[config.mk]
export PLATFORM = sky130hd
export DESIGN_NAME = pc_sequencer
export DESIGN_NICKNAME = d
export VERILOG_FILES = /design/src/rtl/pc_sequencer.sv
export SDC_FILE = /design/constraint.sdc
export NUM_CORES = 1
export LEC_CHECK = 0
export ABC_AREA = 1
export CAP_MARGIN = 10
export CELL_PAD_IN_SITES_DETAIL_PLACEMENT = 1
export CELL_PAD_IN_SITES_GLOBAL_PLACEMENT = 2
export CORE_ASPECT_RATIO = 0.9
export CORE_MARGIN = 2
export CORE_UTILIZATION = 27
export DETAILED_ROUTE_END_ITERATION = 10
export GPL_ROUTABILITY_DRIVEN = 0
export PLACE_DENSITY_LB_ADDON = 0.05
export SETUP_SLACK_MARGIN = 0.1
export SLEW_MARGIN = 0
export SYNTH_ARGS = -nofsm -noshare
export SYNTH_HDL_FRONTEND = slang
export SYNTH_SLANG_ARGS = --single-unit
[constraint.sdc]
create_clock -name clk -period 3.1 [get_ports clk]
set_input_delay 0.62 -clock clk [delete_from_list [all_inputs] [get_ports clk]]
set_output_delay 0.62 -clock clk [all_outputs]
set_load 0.02 [all_outputs]
[src/rtl/pc_sequencer.sv]
// Program-counter sequencer for the multicycle MIPS core: owns PC/EPC, runs the
// instruction-fetch handshake with a wait timeout, and applies prioritized redirects.
module pc_sequencer #(
   parameter logic [31:0] RESET_PC   = 32'h0000_0000,
   parameter logic [31:0] EXC_VECTOR = 32'h0000_0080,
   parameter int          MAX_WAIT   = 15
) (
   input  logic        clk,
   input  logic        reset,
   input  logic        start,
   output logic        imem_req,
   output logic [31:0] imem_addr,
   input  logic        imem_ready,
   input  logic [31:0] imem_data,
   output logic [31:0] instr,
   output logic        instr_valid,
   output logic        busy,
   input  logic        br_take,
   input  logic [15:0] br_offset,
   input  logic        jmp,
   input  logic        jr,
   input  logic [31:0] jr_addr,
   input  logic        exc,
   output logic [31:0] pc,
   output logic [31:0] epc,
   output logic        fetch_err
);

   typedef enum logic [1:0] {IDLE, FETCH, EXEC} state_t;

   localparam logic [7:0] MAX_W = MAX_WAIT[7:0];

   state_t      state;
   logic [7:0]  wait_cnt;
   logic [31:0] br_target;
   logic [31:0] jmp_target;

   assign br_target  = pc + {{14{br_offset[15]}}, br_offset, 2'b00};
   assign jmp_target = {pc[31:28], instr[25:0], 2'b00};

   // Memory-side outputs depend on registered state only.
   assign busy      = (state == FETCH);
   assign imem_req  = busy;
   assign imem_addr = busy ? pc : 32'h0;

   always_ff @(posedge clk) begin
      if (reset) begin
         state       <= IDLE;
         wait_cnt    <= 8'd0;
         pc          <= RESET_PC;
         epc         <= 32'h0;
         instr       <= 32'h0;
         instr_valid <= 1'b0;
         fetch_err   <= 1'b0;
      end else begin
         instr_valid <= 1'b0;
         fetch_err   <= 1'b0;
         case (state)
            IDLE: begin
               if (exc) begin
                  epc <= pc - 32'd4;
                  pc  <= EXC_VECTOR;
               end else if (start) begin
                  state    <= FETCH;
                  wait_cnt <= 8'd0;
               end
            end
            FETCH: begin
               // An exception aborts the fetch even if data arrives this cycle.
               if (exc) begin
                  epc   <= pc - 32'd4;
                  pc    <= EXC_VECTOR;
                  state <= IDLE;
               end else if (imem_ready) begin
                  instr       <= imem_data;
                  pc          <= pc + 32'd4;
                  instr_valid <= 1'b1;
                  state       <= EXEC;
               end else if (wait_cnt == MAX_W) begin
                  fetch_err <= 1'b1;
                  epc       <= pc;
                  pc        <= EXC_VECTOR;
                  state     <= IDLE;
               end else begin
                  wait_cnt <= wait_cnt + 8'd1;
               end
            end
            EXEC: begin
               if (exc) begin
                  epc <= pc - 32'd4;
                  pc  <= EXC_VECTOR;
               end else if (jr) begin
                  pc <= jr_addr;
               end else if (jmp) begin
                  pc <= jmp_target;
               end else if (br_take) begin
                  pc <= br_target;
               end
               if (start) begin
                  state    <= FETCH;
                  wait_cnt <= 8'd0;
               end
            end
            default: state <= IDLE;
         endcase
      end
   end

endmodule

==> results.toml, run 1 <==
[synth]
ys_top_cells_by_area = "dfxtp_1 25%, nand2_1 19%, nor2_1 9.2%"
synthFlopType = "dfxtp_1"
synth.net_count = 1644
synth-seq-cells = 108
synth-async-reset-ratio_pct = 0
syn-instance-count = 1519
yosys_warnings = 0
synth_edf_count = 0
ys_types = 50
syn_area_um2 = 8810
yosysTopAreaCell = "dfxtp_1"
avgSynthCellArea_um2 = 5.80
yosysTopAreaCellShare_pct = 24.5
yosysSeqAreaShare_pct = 24.5

[floorplanning]
die_w_um = 194
num_rows = 62
io_pins = 220
start_util_pct = 27.5
die-height_um = 175
coreArea_um2 = 32000
dieArea_um2 = 34100

[routing]
drc = 8
wire_per_inst_um = 19.1
num_vias = 10500
viasPerCell = 4.86
wirelength_mm = 41.4
antenna_left = 0
firstDrtPassIters = 7
drtIter0Drc = 566

[setup_path]
r2r_slack_ns = 0.57
cp_max_fo = 31
path_class = "reg2out"
crit_path_end_kind = "primary output"
cp_data_arrival_time_ns = 2.22
required_ns = 2.48
critPathLaunchType = "flop"

[sta]
setup_viol = 0
clock_skew_ns = 0.0149
relSlewSlack_pct = 61.6
maxSlewViolCount = 0
post-route-period-util_pct = 91.7
hold_viol = 0
whs_ns = 0.482
tns_ns = 0
fmaxAchievable_mhz = 352
worstMarginPinSlew_ns = 0.577
rsz0062_at_grt = "no"
period_needed_ns = 2.84

[power_and_ir_drop]
p_leak_nw = 5.73
ir_drop_uv = 303
p_per_area_nw_per_um2 = 329

[placement]
dp_hpwl_mm = 33.8
port_buffers = 219
place_inst = 2155

[final_layout]
layout-drive-gt1-share_pct = 7.01
final_nets = 1875
fin_util_pct = 37.9
num_antenna_cells = 0
finalNonFillerCells = 2171
syn_to_final_growth_pct = 37.7

[cts]
postCtsSetupBuffers = 0
clock_sinks = 108
clk_latency_ns = 0.37
ctsResizeCount = 0
cts_tree = "yes"
cts_buffers = 9
cts.clk_slew.worst_paths_ns = 0.09
clk_path_buf_depth = 2
cts_root_buf = "clkbuf_16"
hold_buffers = 0
htree_levels = 3

[worst_hold_path]
hp-class = "reg2reg"

[status]
status = "finished, violations left"
violations = "DRC"

[global_route]
antenna_found_initial = 0
grt_max_degree = 51
grt_pass1_vias = 11000
grtUsageTotal_pct = 24.5
grt_pass1_wl_mm = 64.5
gr-total-overflow = 0

[flow_run]
drv_cap = 0
synthesized netlist by cell type, types with 2 or more instances:
library cell,count
nand2_1,437
nor2_1,216
inv_1,214
dfxtp_1,108
nand3_1,90
a21oi_1,84
o21ai_0,68
ha_1,36
clkbuf_1,35
xor2_1,34
buf_2,22
o21ai_1,22
o22ai_1,19
nor3_1,18
nand4_1,15
inv_2,9
nand2_2,8
o211ai_1,8
nand3b_1,7
nor2_4,7
nor2_2,6
o31ai_1,6
a211oi_1,5
buf_1,4
nor4_1,4
a31oi_1,3
o221a_2,3
xnor2_1,3
a21o_1,2
buf_4,2
nand2_4,2
nand3_2,2
nor3_2,2
o221ai_1,2
layout by cell type, fill, tap and decap left out, drive strengths merged, types with 2 or more instances in the layout:
cell | netlist | final
a211oi | 5 | 5
a21o | 2 | 2
a21oi | 84 | 84
a31oi | 3 | 3
buf | 28 | 64
clkbuf | 35 | 10
clkdlybuf4s50 | 0 | 219
clkinv | 1 | 2
dfxtp | 108 | 108
ha | 36 | 36
inv | 223 | 226
nand2 | 447 | 447
nand3 | 92 | 92
nand3b | 7 | 7
nand4 | 16 | 16
nor2 | 229 | 229
nor3 | 21 | 21
nor3b | 2 | 2
nor4 | 4 | 4
o211ai | 8 | 8
o21ai | 90 | 90
o221a | 3 | 3
o221ai | 2 | 2
o22ai | 19 | 19
o31ai | 6 | 6
xnor2 | 3 | 3
xor2 | 34 | 34
critical path, stage by stage, from the launching register on:
cell and delay, ns:
dfxtp_1 0.35, inv_1 0.10, ha_2 0.36, buf_12 0.23, nand2_1 0.07, inv_1 0.11, clkdlybuf4s50_1 0.61
sequential cells by signal, indices dropped and copies added (netlist names):
signal       count
epc             32
instr           32
pc              32
wait_cnt         8
state            2
fetch_err        1
instr_valid      1
logic make-up after synthesis:
| kind of cell | count (synthesis) | share of synthesized area [%] |
|---|---|---|
| compound gates | 230 | 14.6 |
| xor+xnor | 37 | 3.68 |
| fa+ha+maj | 37 | 5.34 |
| buf+inv | 287 | 12.6 |
| flops | 108 | 24.5 |
| simple gates | 820 | 39.2 |
metrics by stage:
stage                     power (mW)  instance area [um^2]  setup WS (ns)
after floorplan                 2.16                  8810          0.855
after global placement          2.72                 11800        -0.0901
after detailed placement        2.73                 11800        -0.0540
after CTS                       4.04                 12100          0.205
after global routing            4.21                 12100          0.110
final                           3.99                 12100          0.257
where the power goes:
part / switching (mW) / leakage (nW) / internal, mW / total [mW]
Combinational: 0.666 / 4.69 / 0.478 / 1.14
Clock: 0.631 / 0.153 / 0.667 / 1.30
Sequential: 0.0636 / 0.882 / 1.48 / 1.55
layer usage:
metal,track usage (%),vias up,share of wire (%)
met5,0,-,0
met2,40.3,238,45
met4,5.74,0,1.8
met1,32.4,4986,47
li1,-,5283,-
met3,5.88,38,6.0
cell type report:
| type | instances | area, um^2 |
|---|---|---|
| Clock buffer | 10 | 239 |
| Fill cell | 4230 | 19900 |
| Inverter | 224 | 841 |
| Tap cell | 416 | 520 |
| Sequential cell | 108 | 2160 |
| Multi-Input combinational cell | 1124 | 5540 |
| Clock inverter | 6 | 77.6 |
| Timing Repair Buffer | 283 | 2750 |
path summary, 6_finish.rpt:
path,start,to,cells past startpoint
worst min register to register,wait_cnt[7]$_SDFFE_PP0P_,wait_cnt[7]$_SDFFE_PP0P_,2
worst max-delay path,state[1]$_SDFFE_PP0P_,imem_addr[7],6
worst max register to register,pc[2]$_SDFFE_PP0P_,pc[18]$_SDFFE_PP0P_,13
worst min-delay path,wait_cnt[7]$_SDFFE_PP0P_,wait_cnt[7]$_SDFFE_PP0P_,2
(Power assumes the default switching activity.)
==> inputs of run 2 (changes only) <==
PLACE_DENSITY_LB_ADDON = 0.1   (was 0.05)
clock period = 3.4 ns   (was 3.1 ns; I/O delays follow)
==> run 2 against run 1 <==
The run still ends with DRC left. Final cell count shrank 1.2%. Worst hold slack worse by 0.0045 ns. Cell area fell by 2.2%. Clock-buffer cell count is the same. Critical path type unchanged. Largest power group unchanged.
==> results.toml, run 2 (synthesis results as in run 1) <==
[setup_path]
r2r_slack_ns = 0.83
path_cells = "inv_1 > ha_2 > buf_4 > nand2_1 > inv_1 > clkdlybuf4s50_1"
cp_max_fo = 36
critPathLaunchType = "flop"
r2r-start = "pc[2]$_SDFFE_PP0P_"
cp_data_arrival_time_ns = 2.31
critical_path.top_delay_family = "buffers and inverters"
max_stage_delay_ns = 0.59
crit_path_end_kind = "primary output"
required_ns = 2.72
reg2reg_to = "pc[14]$_SDFFE_PP0P_"
path_class = "reg2out"
critPathBufInv = 4
crit_path_top_delay_cell = "clkdlybuf4s50_1"
ff2ff_path_depth = 12
critPathMostFrequentCell = "inv_1"

[cts]
cts_tree = "yes"
postCtsSetupBuffers = 0
clk_path_buf_depth = 2
cts.clk_slew.worst_paths_ns = 0.09
clk_latency_ns = 0.37
htree_levels = 3
hold_buffers = 0
ctsResizeCount = 0
clock_sinks = 108
cts_buffers = 9
cts_root_buf = "clkbuf_16"

[global_route]
antenna_found_initial = 0
grt_pass1_wl_mm = 62.1
grt_max_degree = 49
grt_pass1_vias = 10600
gr-total-overflow = 0
grtUsageTotal_pct = 23.7

[floorplanning]
die-height_um = 175
io_pins = 220
coreArea_um2 = 32000
die_w_um = 194
dieArea_um2 = 34100
start_util_pct = 27.5
num_rows = 62

[worst_hold_path]
min-delay-start = "wait_cnt[7]$_SDFFE_PP0P_"
min_to = "wait_cnt[7]$_SDFFE_PP0P_"
min_delay_path_depth = 2
hp-class = "reg2reg"

[sta]
tns_ns = 0
fmaxAchievable_mhz = 334
setup_ws_ns = 0.406
setup_viol = 0
period_needed_ns = 2.99
rsz0062_at_grt = "no"
hold_viol = 0
clock_skew_ns = 0.0132
post-route-period-util_pct = 88.1
relSlewSlack_pct = 57.6
worstMarginPinSlew_ns = 0.633
maxSlewViolCount = 0

[routing]
drc = 2
firstDrtPassIters = 10
wire_per_inst_um = 18.9
antenna_left = 0
drtIter0Drc = 630
viasPerCell = 4.83
wirelength_mm = 40.5
num_vias = 10400

[final_layout]
num_antenna_cells = 0
layout_commonest_cell = "nand2_1"
final_nets = 1848
layout-drive-gt1-share_pct = 5.50
top_regs = "epc (32), instr (32), pc (32)"
final_cell_mix = "437 x nand2_1, 219 x clkdlybuf4s50_1, 216 x nor2_1, 214 x inv_1, 108 x dfxtp_1"
syn_to_final_growth_pct = 34.7

[status]
status = "finished, violations left"
violations = "DRC"

[placement]
place_ws_ns = 0.106
port_buffers = 219
dp_hpwl_mm = 33.1

[flow_run]
drv_cap = 0

[power_and_ir_drop]
finalPower_mw = 3.53
ir_drop_uv = 258
p_per_area_nw_per_um2 = 297
p_leak_nw = 5.56
==> run 2: area by class of cell <==
type                    instances  area [um^2]
fillers                      4234        20200
multi-input cells            1124         5540
repair buffers                256         2510
flip-flops and latches        108         2160
inverters                     224          841
well taps                     416          520
clock buffers                  10          229
clock inverters                 6         62.6
==> run 2: stage by stage <==
| stage | util [%] | cells | instance area, um^2 | hold WS [ns] |
|---|---|---|---|---|
| 3_3_place_gp | 36.1 | 2128 | 11600 | 0.455 |
| 3_5_place_dp | 36.1 | 2128 | 11600 | 0.462 |
| 4_1_cts | 37.0 | 2144 | 11900 | 0.477 |
| 6_report | 37.0 | 2144 | 11900 | 0.477 |
| 2_1_floorplan | - | 1519 | 8810 | 0.437 |
| 5_1_grt | 37.0 | 2144 | 11900 | 0.511 |
==> run 2: per-layer routing <==
| metal | global-route usage, % | wire (um) |
|---|---|---|
| met1 | 32.0 | 19600 |
| met5 | 0 | 0 |
| met4 | 5.99 | 766 |
| met2 | 38.8 | 18000 |
| met3 | 4.69 | 2090 |
==> run 2: how the worst max path moves through the flow <==
| stage | slack, ns | start | cells after the start | endpoint |
|---|---|---|---|---|
| floorplan | 1.09 | br_offset[0] | 14 | pc[22]$_SDFFE_PP0P_ |
| global placement | 0.13 | exc | 13 | epc[20]$_SDFFE_PP0P_ |
| detailed placement | 0.11 | exc | 13 | epc[20]$_SDFFE_PP0P_ |
| CTS | 0.35 | state[1]$_SDFFE_PP0P_ | 6 | imem_addr[8] |
| global route | 0.23 | state[1]$_SDFFE_PP0P_ | 6 | imem_addr[14] |
| finish | 0.41 | state[1]$_SDFFE_PP0P_ | 6 | imem_addr[24] |
==> run 2: worst min-delay path, delay by kind of cell, from the launching register on <==
family           cells  cell delay [ns]
AND/OR/NAND/NOR      1             0.06
AO/OA/AOI/OAI        1             0.06
flip-flops           1             0.32
==> run 2: power by group <==
| part | total (mW) | switching [mW] | leakage, nW | internal, mW |
|---|---|---|---|---|
| Combinational | 1.02 | 0.597 | 4.54 | 0.419 |
| Clock | 1.10 | 0.576 | 0.143 | 0.522 |
| Sequential | 1.41 | 0.0626 | 0.882 | 1.35 |
| Total | 3.53 | 1.24 | 5.56 | 2.29 |
==> inputs of run 3 (changes only) <==
CORE_UTILIZATION = 35   (was 27)
DONT_BUFFER_PORTS = 1   (was default)
==> run 3 against run 2 <==
The flow now finishes without violations. Worst hold slack got worse by 0.10 ns. Critical path depth increased by 8. Sequential cell count unchanged. Sequential power increased by 9%. Via count decreased by 7.4%. Final cell count decreased by 14%. Global-route usage increased by 4.2 points. Cell area decreased by 20%. Maximum frequency increased by 11%. Die area decreased by 22%. Largest power group unchanged. Highest routed layer unchanged.
==> results.toml, run 3 (synthesis results as in run 1) <==
[status]
status = "finished clean"

[cts]
clk_path_buf_depth = 2
cts_tree = "yes"
clock_sinks = 108
cts_root_buf = "clkbuf_16"
htree_levels = 3
ctsResizeCount = 0
postCtsSetupBuffers = 0
clk_latency_ns = 0.37
cts_buffers = 9
cts.clk_slew.worst_paths_ns = 0.08
hold_buffers = 0

[final_layout]
multi_input_area_um2 = 5540
n_fill_cell = 3459
top_regs = "epc (32), instr (32), pc (32)"
finalNonFillerCells = 1852
register_area_um2 = 2160
layout-drive-gt1-share_pct = 6.42
final_cell_mix = "437 x nand2_1, 216 x nor2_1, 214 x inv_1, 108 x dfxtp_1, 90 x nand3_1"
layout_commonest_cell = "nand2_1"
num_antenna_cells = 0
design_area_um2 = 9550
syn_to_final_growth_pct = 8.38
final_nets = 1631

[power_and_ir_drop]
p_clk_share_pct = 33.5
swShare_pct = 36.0
power_frac_comb_pct = 18.7
p_switching_mw = 1.15
p_leak_nw = 4.75
finalPower_mw = 3.19
pwr-share-seq_pct = 47.8
ir_drop_uv = 210
internal-power_mw = 2.04
p_per_area_nw_per_um2 = 334

[global_route]
grtUsageTotal_pct = 28.0
grt_max_degree = 49
grt_pass1_wl_mm = 56.9
antenna_found_initial = 1
gr-total-overflow = 0
grt_pass1_vias = 9767

[setup_path]
required_ns = 3.69
endpoint = "pc[22]$_SDFFE_PP0P_"
crit_path_end_kind = "flop"
r2r_slack_ns = 0.69
ff2ff_path_depth = 14
r2r-start = "pc[2]$_SDFFE_PP0P_"
cp_data_arrival_time_ns = 3.00
path_class = "reg2reg"
critPathLaunchType = "flop"
critPathMostFrequentCell = "nand2_1"
path_cells = "ha_1 > fa_1 > nand3_1 > nand3_1 > nand3_1 > nand3b_1 > nand2_1 > nand2_1 > nand2_1 > nand3_1 > nand2_1 > nand2_1 > nand2_1 > a21oi_1"
reg2reg_to = "pc[22]$_SDFFE_PP0P_"
crit_start = "pc[2]$_SDFFE_PP0P_"
crit_path_top_delay_cell = "dfxtp_1"
max_stage_delay_ns = 0.69
cp_max_fo = 9

[sta]
rsz0062_at_grt = "no"
hold_viol = 0
fmaxAchievable_mhz = 369
post-route-period-util_pct = 79.6
period_needed_ns = 2.71
setup_viol = 0
clock_skew_ns = 0.0223
worstMarginPinSlew_ns = 0.702
relSlewSlack_pct = 53.1
maxSlewViolCount = 0
tns_ns = 0

[placement]
placed_area_um2 = 9270
place_inst = 1837
port_buffers = 0
dp_hpwl_mm = 30.2

[routing]
wire_per_inst_um = 19.9
antenna_left = 0
num_vias = 9596
drc = 0
firstDrtPassIters = 5
drtIter0Drc = 514
wirelength_mm = 36.9
viasPerCell = 5.18

[worst_hold_path]
hp-class = "in2reg"

[floorplanning]
start_util_pct = 35.4
die-height_um = 155
coreArea_um2 = 24900
io_pins = 220
die_w_um = 171
dieArea_um2 = 26500
num_rows = 55

[flow_run]
drv_cap = 0
## run 3: cell types whose count changed in the layout (fill, tap and decap cells not counted), moves of 2 or more
cell and change:
buf_4 +5, inv_6 -2, clkinvlp_4 +2, buf_12 -3, clkdlybuf4s50_1 -219
## run 3: stage by stage
stage                     setup slack (ns)  hold WS, ns  util [%]
after floorplan                       1.09        0.437         -
after global placement               0.744        0.448      37.2
after detailed placement             0.672        0.461      37.2
after CTS                            0.669        0.365      38.3
after global routing                 0.347        0.365      38.3
final                                0.693        0.374      38.3
## run 3: critical path, delay by kind of cell, from the launching register on
family,cells,cell delay (ns)
AND/OR/NAND/NOR,11,1.09
AO/OA/AOI/OAI,1,0.14
adder cells (fa/ha/maj),2,0.72
flip-flops,1,0.69
## run 3: worst min-delay path by stage
stage                          endpoint                startpoint  cells after the start  slack [ns]
2_1_floorplan  wait_cnt[4]$_SDFFE_PP0P_  wait_cnt[4]$_SDFFE_PP0P_                      2        0.44
3_3_place_gp   wait_cnt[7]$_SDFFE_PP0P_  wait_cnt[7]$_SDFFE_PP0P_                      2        0.45
3_5_place_dp   wait_cnt[7]$_SDFFE_PP0P_  wait_cnt[7]$_SDFFE_PP0P_                      2        0.46
4_1_cts        wait_cnt[7]$_SDFFE_PP0P_                     reset                      1        0.37
5_1_grt        wait_cnt[7]$_SDFFE_PP0P_                     reset                      1        0.37
6_report       wait_cnt[7]$_SDFFE_PP0P_                     reset                      1        0.37
## run 3: cell type report
| class | instances | area share, % |
|---|---|---|
| clock inverters | 6 | 0.577 |
| inverters | 224 | 8.81 |
| clock buffers | 9 | 2.36 |
| flip-flops and latches | 108 | 22.6 |
| repair buffers | 39 | 3.07 |
| well taps | 342 | 4.48 |
| multi-input cells | 1124 | 58.1 |
## run 3: per-layer routing
layer / wire length (um) / track usage [%]
met1: 17000 / 37.6
met2: 16800 / 45.7
met3: 2700 / 7.27
met4: 369 / 4.52
met5: 0 / 0
## run 3: power by group through the flow
stage / Clock (mW) / Combinational [mW] / Sequential, mW
2_1_floorplan: 0 / 0.442 / 1.53
3_3_place_gp: 0 / 0.585 / 1.56
3_5_place_dp: 0 / 0.596 / 1.56
4_1_cts: 1.10 / 0.598 / 1.53
5_1_grt: 1.14 / 0.671 / 1.54
6_report: 1.07 / 0.596 / 1.53
